### src/rtl/ps2_host_tx.sv
// PS/2 host-to-device transmitter: clock inhibit, start request, 8 data + odd parity + stop, device ACK check.
// Optional device watchdog under PS2_TX_TIMEOUT_EN; send_cmd is ignored while busy and in the done/error pulse cycle.
module ps2_host_tx #(
   parameter int INHIBIT_CYCLES = 2500,
   parameter int TIMEOUT_CYCLES = 375000
) (
   input  logic       i_clock,
   input  logic       i_resetn,
   input  logic       i_send_cmd,
   input  logic [7:0] i_cmd_data,
   input  logic       i_ps2_clock_in,
   input  logic       i_ps2_data_in,
   output logic       o_ps2_clock_oe,
   output logic       o_ps2_data_oe,
   output logic       o_busy,
   output logic       o_done,
   output logic       o_error
);

   typedef enum logic [2:0] {
      S_IDLE, S_INHIBIT, S_REQ, S_SHIFT, S_ACK, S_WAIT_IDLE
   } state_t;

   localparam int               INH_W    = $clog2(INHIBIT_CYCLES + 1);
   localparam logic [INH_W-1:0] INH_LAST = INH_W'(INHIBIT_CYCLES - 1);

   state_t           r_state, w_state_nxt;
   logic [INH_W-1:0] r_cnt, w_cnt_nxt;
   logic [7:0]       r_cmd, w_cmd_nxt;
   logic             r_par, w_par_nxt;
   logic [3:0]       r_bit_cnt, w_bit_cnt_nxt;
   logic             r_clock_oe, w_clock_oe_nxt;
   logic             r_data_oe, w_data_oe_nxt;
   logic             r_done, w_done_nxt;
   logic             r_error, w_error_nxt;

   logic r_clk_s1, r_clk_s2, r_clk_d;
   logic r_dat_s1, r_dat_s2;
   logic w_fall;
   logic w_timeout;

   // Idle bus level is high, so synchronizers reset to 1 to avoid a false edge.
   always_ff @(posedge i_clock or negedge i_resetn) begin
      if (!i_resetn) begin
         r_clk_s1 <= 1'b1;
         r_clk_s2 <= 1'b1;
         r_clk_d  <= 1'b1;
         r_dat_s1 <= 1'b1;
         r_dat_s2 <= 1'b1;
      end else begin
         r_clk_s1 <= i_ps2_clock_in;
         r_clk_s2 <= r_clk_s1;
         r_clk_d  <= r_clk_s2;
         r_dat_s1 <= i_ps2_data_in;
         r_dat_s2 <= r_dat_s1;
      end
   end

   assign w_fall = r_clk_d & ~r_clk_s2;

`ifdef PS2_TX_TIMEOUT_EN
   localparam int              WD_W    = $clog2(TIMEOUT_CYCLES + 1);
   localparam logic [WD_W-1:0] WD_LAST = WD_W'(TIMEOUT_CYCLES - 1);

   logic [WD_W-1:0] r_wd;
   logic            w_wd_watch;

   assign w_wd_watch = (r_state == S_SHIFT) || (r_state == S_ACK) || (r_state == S_WAIT_IDLE);
   assign w_timeout  = w_wd_watch && !w_fall && (r_wd == WD_LAST);

   always_ff @(posedge i_clock or negedge i_resetn) begin
      if (!i_resetn)                 r_wd <= '0;
      else if (!w_wd_watch || w_fall) r_wd <= '0;
      else                           r_wd <= r_wd + 1'b1;
   end
`else
   assign w_timeout = 1'b0;
`endif

   always_ff @(posedge i_clock or negedge i_resetn) begin
      if (!i_resetn) begin
         r_state    <= S_IDLE;
         r_cnt      <= '0;
         r_cmd      <= '0;
         r_par      <= 1'b0;
         r_bit_cnt  <= '0;
         r_clock_oe <= 1'b0;
         r_data_oe  <= 1'b0;
         r_done     <= 1'b0;
         r_error    <= 1'b0;
      end else begin
         r_state    <= w_state_nxt;
         r_cnt      <= w_cnt_nxt;
         r_cmd      <= w_cmd_nxt;
         r_par      <= w_par_nxt;
         r_bit_cnt  <= w_bit_cnt_nxt;
         r_clock_oe <= w_clock_oe_nxt;
         r_data_oe  <= w_data_oe_nxt;
         r_done     <= w_done_nxt;
         r_error    <= w_error_nxt;
      end
   end

   always_comb begin
      w_state_nxt    = r_state;
      w_cnt_nxt      = r_cnt;
      w_cmd_nxt      = r_cmd;
      w_par_nxt      = r_par;
      w_bit_cnt_nxt  = r_bit_cnt;
      w_clock_oe_nxt = r_clock_oe;
      w_data_oe_nxt  = r_data_oe;
      w_done_nxt     = 1'b0;
      w_error_nxt    = 1'b0;
      case (r_state)
         S_IDLE: begin
            w_clock_oe_nxt = 1'b0;
            w_data_oe_nxt  = 1'b0;
            // The pulse cycle still counts as the tail of the previous frame.
            if (i_send_cmd && !r_done && !r_error) begin
               w_state_nxt    = S_INHIBIT;
               w_cmd_nxt      = i_cmd_data;
               w_par_nxt      = ~^i_cmd_data;
               w_bit_cnt_nxt  = '0;
               w_cnt_nxt      = '0;
               w_clock_oe_nxt = 1'b1;
            end
         end
         S_INHIBIT: begin
            if (r_cnt == INH_LAST) begin
               w_state_nxt   = S_REQ;
               w_data_oe_nxt = 1'b1;
            end else begin
               w_cnt_nxt = r_cnt + 1'b1;
            end
         end
         S_REQ: begin
            w_state_nxt    = S_SHIFT;
            w_clock_oe_nxt = 1'b0;
         end
         S_SHIFT: begin
            if (w_fall) begin
               w_bit_cnt_nxt = r_bit_cnt + 1'b1;
               if (r_bit_cnt < 4'd8) begin
                  w_data_oe_nxt = ~r_cmd[r_bit_cnt[2:0]];
               end else if (r_bit_cnt == 4'd8) begin
                  w_data_oe_nxt = ~r_par;
               end else begin
                  w_data_oe_nxt = 1'b0;
                  w_state_nxt   = S_ACK;
               end
            end
         end
         S_ACK: begin
            if (w_fall) begin
               if (!r_dat_s2) begin
                  w_state_nxt = S_WAIT_IDLE;
               end else begin
                  w_state_nxt = S_IDLE;
                  w_error_nxt = 1'b1;
               end
            end
         end
         S_WAIT_IDLE: begin
            if (r_clk_s2 && r_dat_s2) begin
               w_state_nxt = S_IDLE;
               w_done_nxt  = 1'b1;
            end
         end
         default: begin
            w_state_nxt    = S_IDLE;
            w_clock_oe_nxt = 1'b0;
            w_data_oe_nxt  = 1'b0;
         end
      endcase
      if (w_timeout) begin
         w_state_nxt    = S_IDLE;
         w_clock_oe_nxt = 1'b0;
         w_data_oe_nxt  = 1'b0;
         w_done_nxt     = 1'b0;
         w_error_nxt    = 1'b1;
      end
   end

   assign o_ps2_clock_oe = r_clock_oe;
   assign o_ps2_data_oe  = r_data_oe;
   assign o_busy         = (r_state != S_IDLE);
   assign o_done         = r_done;
   assign o_error        = r_error;

endmodule

### config.mk
export PLATFORM = sky130hd
export DESIGN_NAME = ps2_host_tx
export DESIGN_NICKNAME = d
export VERILOG_FILES = /design/src/rtl/ps2_host_tx.sv
export SDC_FILE = /design/constraint.sdc
export NUM_CORES = 1
export LEC_CHECK = 0
export CAP_MARGIN = 20
export CORE_MARGIN = 2
export CORE_UTILIZATION = 56
export DETAILED_ROUTE_END_ITERATION = 8
export PLACE_DENSITY = 0.8
export SLEW_MARGIN = 20
export SYNTH_ARGS = -nofsm -noshare
export SYNTH_HDL_FRONTEND = slang
export SYNTH_SLANG_ARGS = --single-unit
### constraint.sdc
create_clock -name i_clock -period 2.2 [get_ports i_clock]
set_input_delay 0.44 -clock i_clock [delete_from_list [all_inputs] [get_ports i_clock]]
set_output_delay 0.44 -clock i_clock [all_outputs]
set_load 0.01 [all_outputs]
==> impl_metrics.toml <==
[place]
post-dp-hpwl_um = 2470
gp_congestion = 0.895
io_buffers = 17
dpl_worst_slack_ns = 0.0687
dp_cells = 249

[synthesis]
async_flop_share_pct = 100
synth_compound_area_share_pct = 9.24
ys_seq_area_share_pct = 50.2
synth_fp_nets = 204
synth_fa_ha_area_share_pct = 2.02
synth_xor_area_share_pct = 7.55
synth_edf_count = 0
synth_flop_cell = "dfrtp_1"
synth.mux.area_fraction_pct = 3.57
avgSynthCellArea_sq_um = 9.87
synthSimpleGateAreaFrac_pct = 24.9
synth_top_family_by_area = "simple AND/OR/NAND/NOR gates"
synth.distinct_cells = 42
yosysWarnings = 0
synth_seq_cells = 37
syn_area_sq_um = 1860
syn_inst = 188

[power_and_ir_drop]
peakVddDrop_mv = 0.526
leakagePower_nw = 0.924
power_density_nw_per_um2 = 865
finalPower_mw = 1.86

[detailed_routing]
vias = 1402
via_per_inst = 5.46
finalWirelength_um = 3390
first_iter_violations = 120
drtPass1Iterations = 4
drc = 0
wl_per_cell_um = 13.2
drtAntennaViolNets = 0

[cells_and_area]
final_common_cell = "nand2_1"
layout-drive-gt1-share_pct = 13.6
diodes = 0
fin_util_pct = 69.4
nets = 228
finalNonFillerCells = 257
fillers = 264
syn_to_final_growth_pct = 16.0
layout_common_cells = "36 x nand2_1, 31 x dfrtp_1, 16 x clkdlybuf4s50_1"

[grt]
antenna_found_initial = 0
grt_max_degree = 38
grt_pass1_wl_um = 5640
grt_remaining_overflow = 0
grt_pass1_vias = 1326
grt.total_usage_pct = 20.9

[clock_tree]
clk_latency_ns = 0.34
clkTransAtPathRegs_ns = 0.11
cts_made_buffers = 5
post_cts.repair.setup_buffers = 0
h-tree-depth = 2
cts_sinks = 37
clock_path_buffers = 2
root_buffer = "clkbuf_4"
cts_tree = "built"

[floorplan]
ios = 18
die_x_um = 61.6
core_sq_um = 3100
start_util_pct = 59.8
die_y_um = 61.6
die_area_sq_um = 3790
row_count = 20

[setup_path]
critical_path_required_ns = 1.76
worstPathArrival_ns = 1.56
cp-end-kind = "output port"
path_class = "register to output port"
cp-start-kind = "register"
worstPathMaxFanout = 9

[sta]
fmax_ghz = 0.501
hold_viol = 0
rsz0062_at_grt = "false"
worst_slack_ns = 0.203
min_period_ns = 2.00
slew_headroom_pct = 68.7
skew_ns = 0.00470
report.final.slew_viol_count = 0
post-route-period-util_pct = 90.8
fin_setup_tns_ns = 0
tightest_slew_ns = 0.465
finalSetupViolations = 0

[outcome]
status = "finished, final reports clean"

[min_path]
hold_class = "register to register"

[run]
drv_cap = 0
==> repair_timing <==
action	CTS	global route
hold buffers	0	0
setup endpoints to repair	1	0
resized for setup	2	0
==> logic make-up (layout without fill, tap and decap cells) <==
| logic type | Yosys count | count (layout) |
|---|---|---|
| AND/OR/NAND/NOR | 92 | 92 |
| flip-flops | 37 | 37 |
| AO/OA/AOI/OAI | 25 | 25 |
| XOR/XNOR | 16 | 16 |
| buffers and inverters | 11 | 36 |
| multiplexers | 4 | 4 |
| adder cells (fa/ha/maj) | 3 | 3 |
==> registers in the layout (all words and copies together), names as in the netlist, 3 cells and up <==
name	cells
r_bit_cnt	4
r_state	3
r_cnt	12
r_cmd	8
==> cells in the mapped netlist (2+ instances only) <==
cell type  number  share of area [%]
a21oi_1         6                1.6
a31oi_1         2               0.67
and3_1          3                1.0
buf_2           4                1.1
clkbuf_1        2               0.40
dfrtp_1        32                 43
dfstp_2         5                7.1
ha_1            3                2.0
inv_1           5                1.0
mux4_2          2                2.4
nand2_1        36                7.3
nand2b_1        4                1.3
nand3_1         5                1.3
nand4_1         7                2.4
nor2_1         14                2.8
nor2b_1         3                1.0
nor3_1          6                1.6
nor4_1          4                1.3
o21ai_0         8                2.2
xnor2_1        11                5.2
xor2_1          5                2.4
==> power breakdown <==
| part | switching [mW] | internal [mW] | total, mW |
|---|---|---|---|
| Combinational | 0.233 | 0.259 | 0.492 |
| Clock | 0.226 | 0.120 | 0.346 |
| Sequential | 0.160 | 0.865 | 1.02 |
| Total | 0.618 | 1.24 | 1.86 |
==> through the flow <==
step	hold slack [ns]	area, sq um
after floorplan	0.144	1860
after global placement	0.346	2100
after detailed placement	0.349	2100
after CTS	0.365	2150
after global routing	0.367	2150
final	0.363	2150
==> layer usage <==
metal / up-vias / track usage [%] / part of all wire, %
li1: 706 / - / -
met3: 4 / 5.67 / 3.1
met2: 16 / 34.9 / 50
met4: 0 / 10.0 / 1.4
met1: 676 / 24.9 / 46
met5: - / 0 / 0
==> critical path: stages (launching register included) <==
cell and delay (ns):
dfrtp_2 0.47, or3_1 0.43, dlygate4sd2_1 0.31
==> area by class of cell <==
type	instances	area, sq um	share of cell area [%]
Inverter	5	18.8	0.872
Timing Repair Buffer	23	214	9.94
Multi-Input combinational cell	140	877	40.7
Tap cell	44	55.1	2.56
Clock inverter	3	17.5	0.813
Sequential cell	37	933	43.3
Clock buffer	5	37.5	1.74
==> path summary, 6_finish.rpt <==
path | from | slack (ns) | endpoint | cells past startpoint
worst max-delay path | r_state[2]$_DFFE_PN0P_ | 0.20 | o_busy | 2
worst min-delay path | r_clk_s1$_DFF_PN1_ | 0.36 | r_clk_s2$_DFF_PN1_ | 0
worst max register to register | r_cnt[4]$_DFFE_PN0P_ | 0.35 | o_ps2_data_oe$_DFFE_PN0P_ | 4
worst min register to register | r_clk_s1$_DFF_PN1_ | 0.36 | r_clk_s2$_DFF_PN1_ | 0
max in group asynchronous | i_resetn | 1.33 | r_dat_s2$_DFF_PN1_ | 2
min in group asynchronous | i_resetn | 0.51 | r_cnt[8]$_DFFE_PN0P_ | 2
Note: power is estimated with default switching activity, not from simulation.
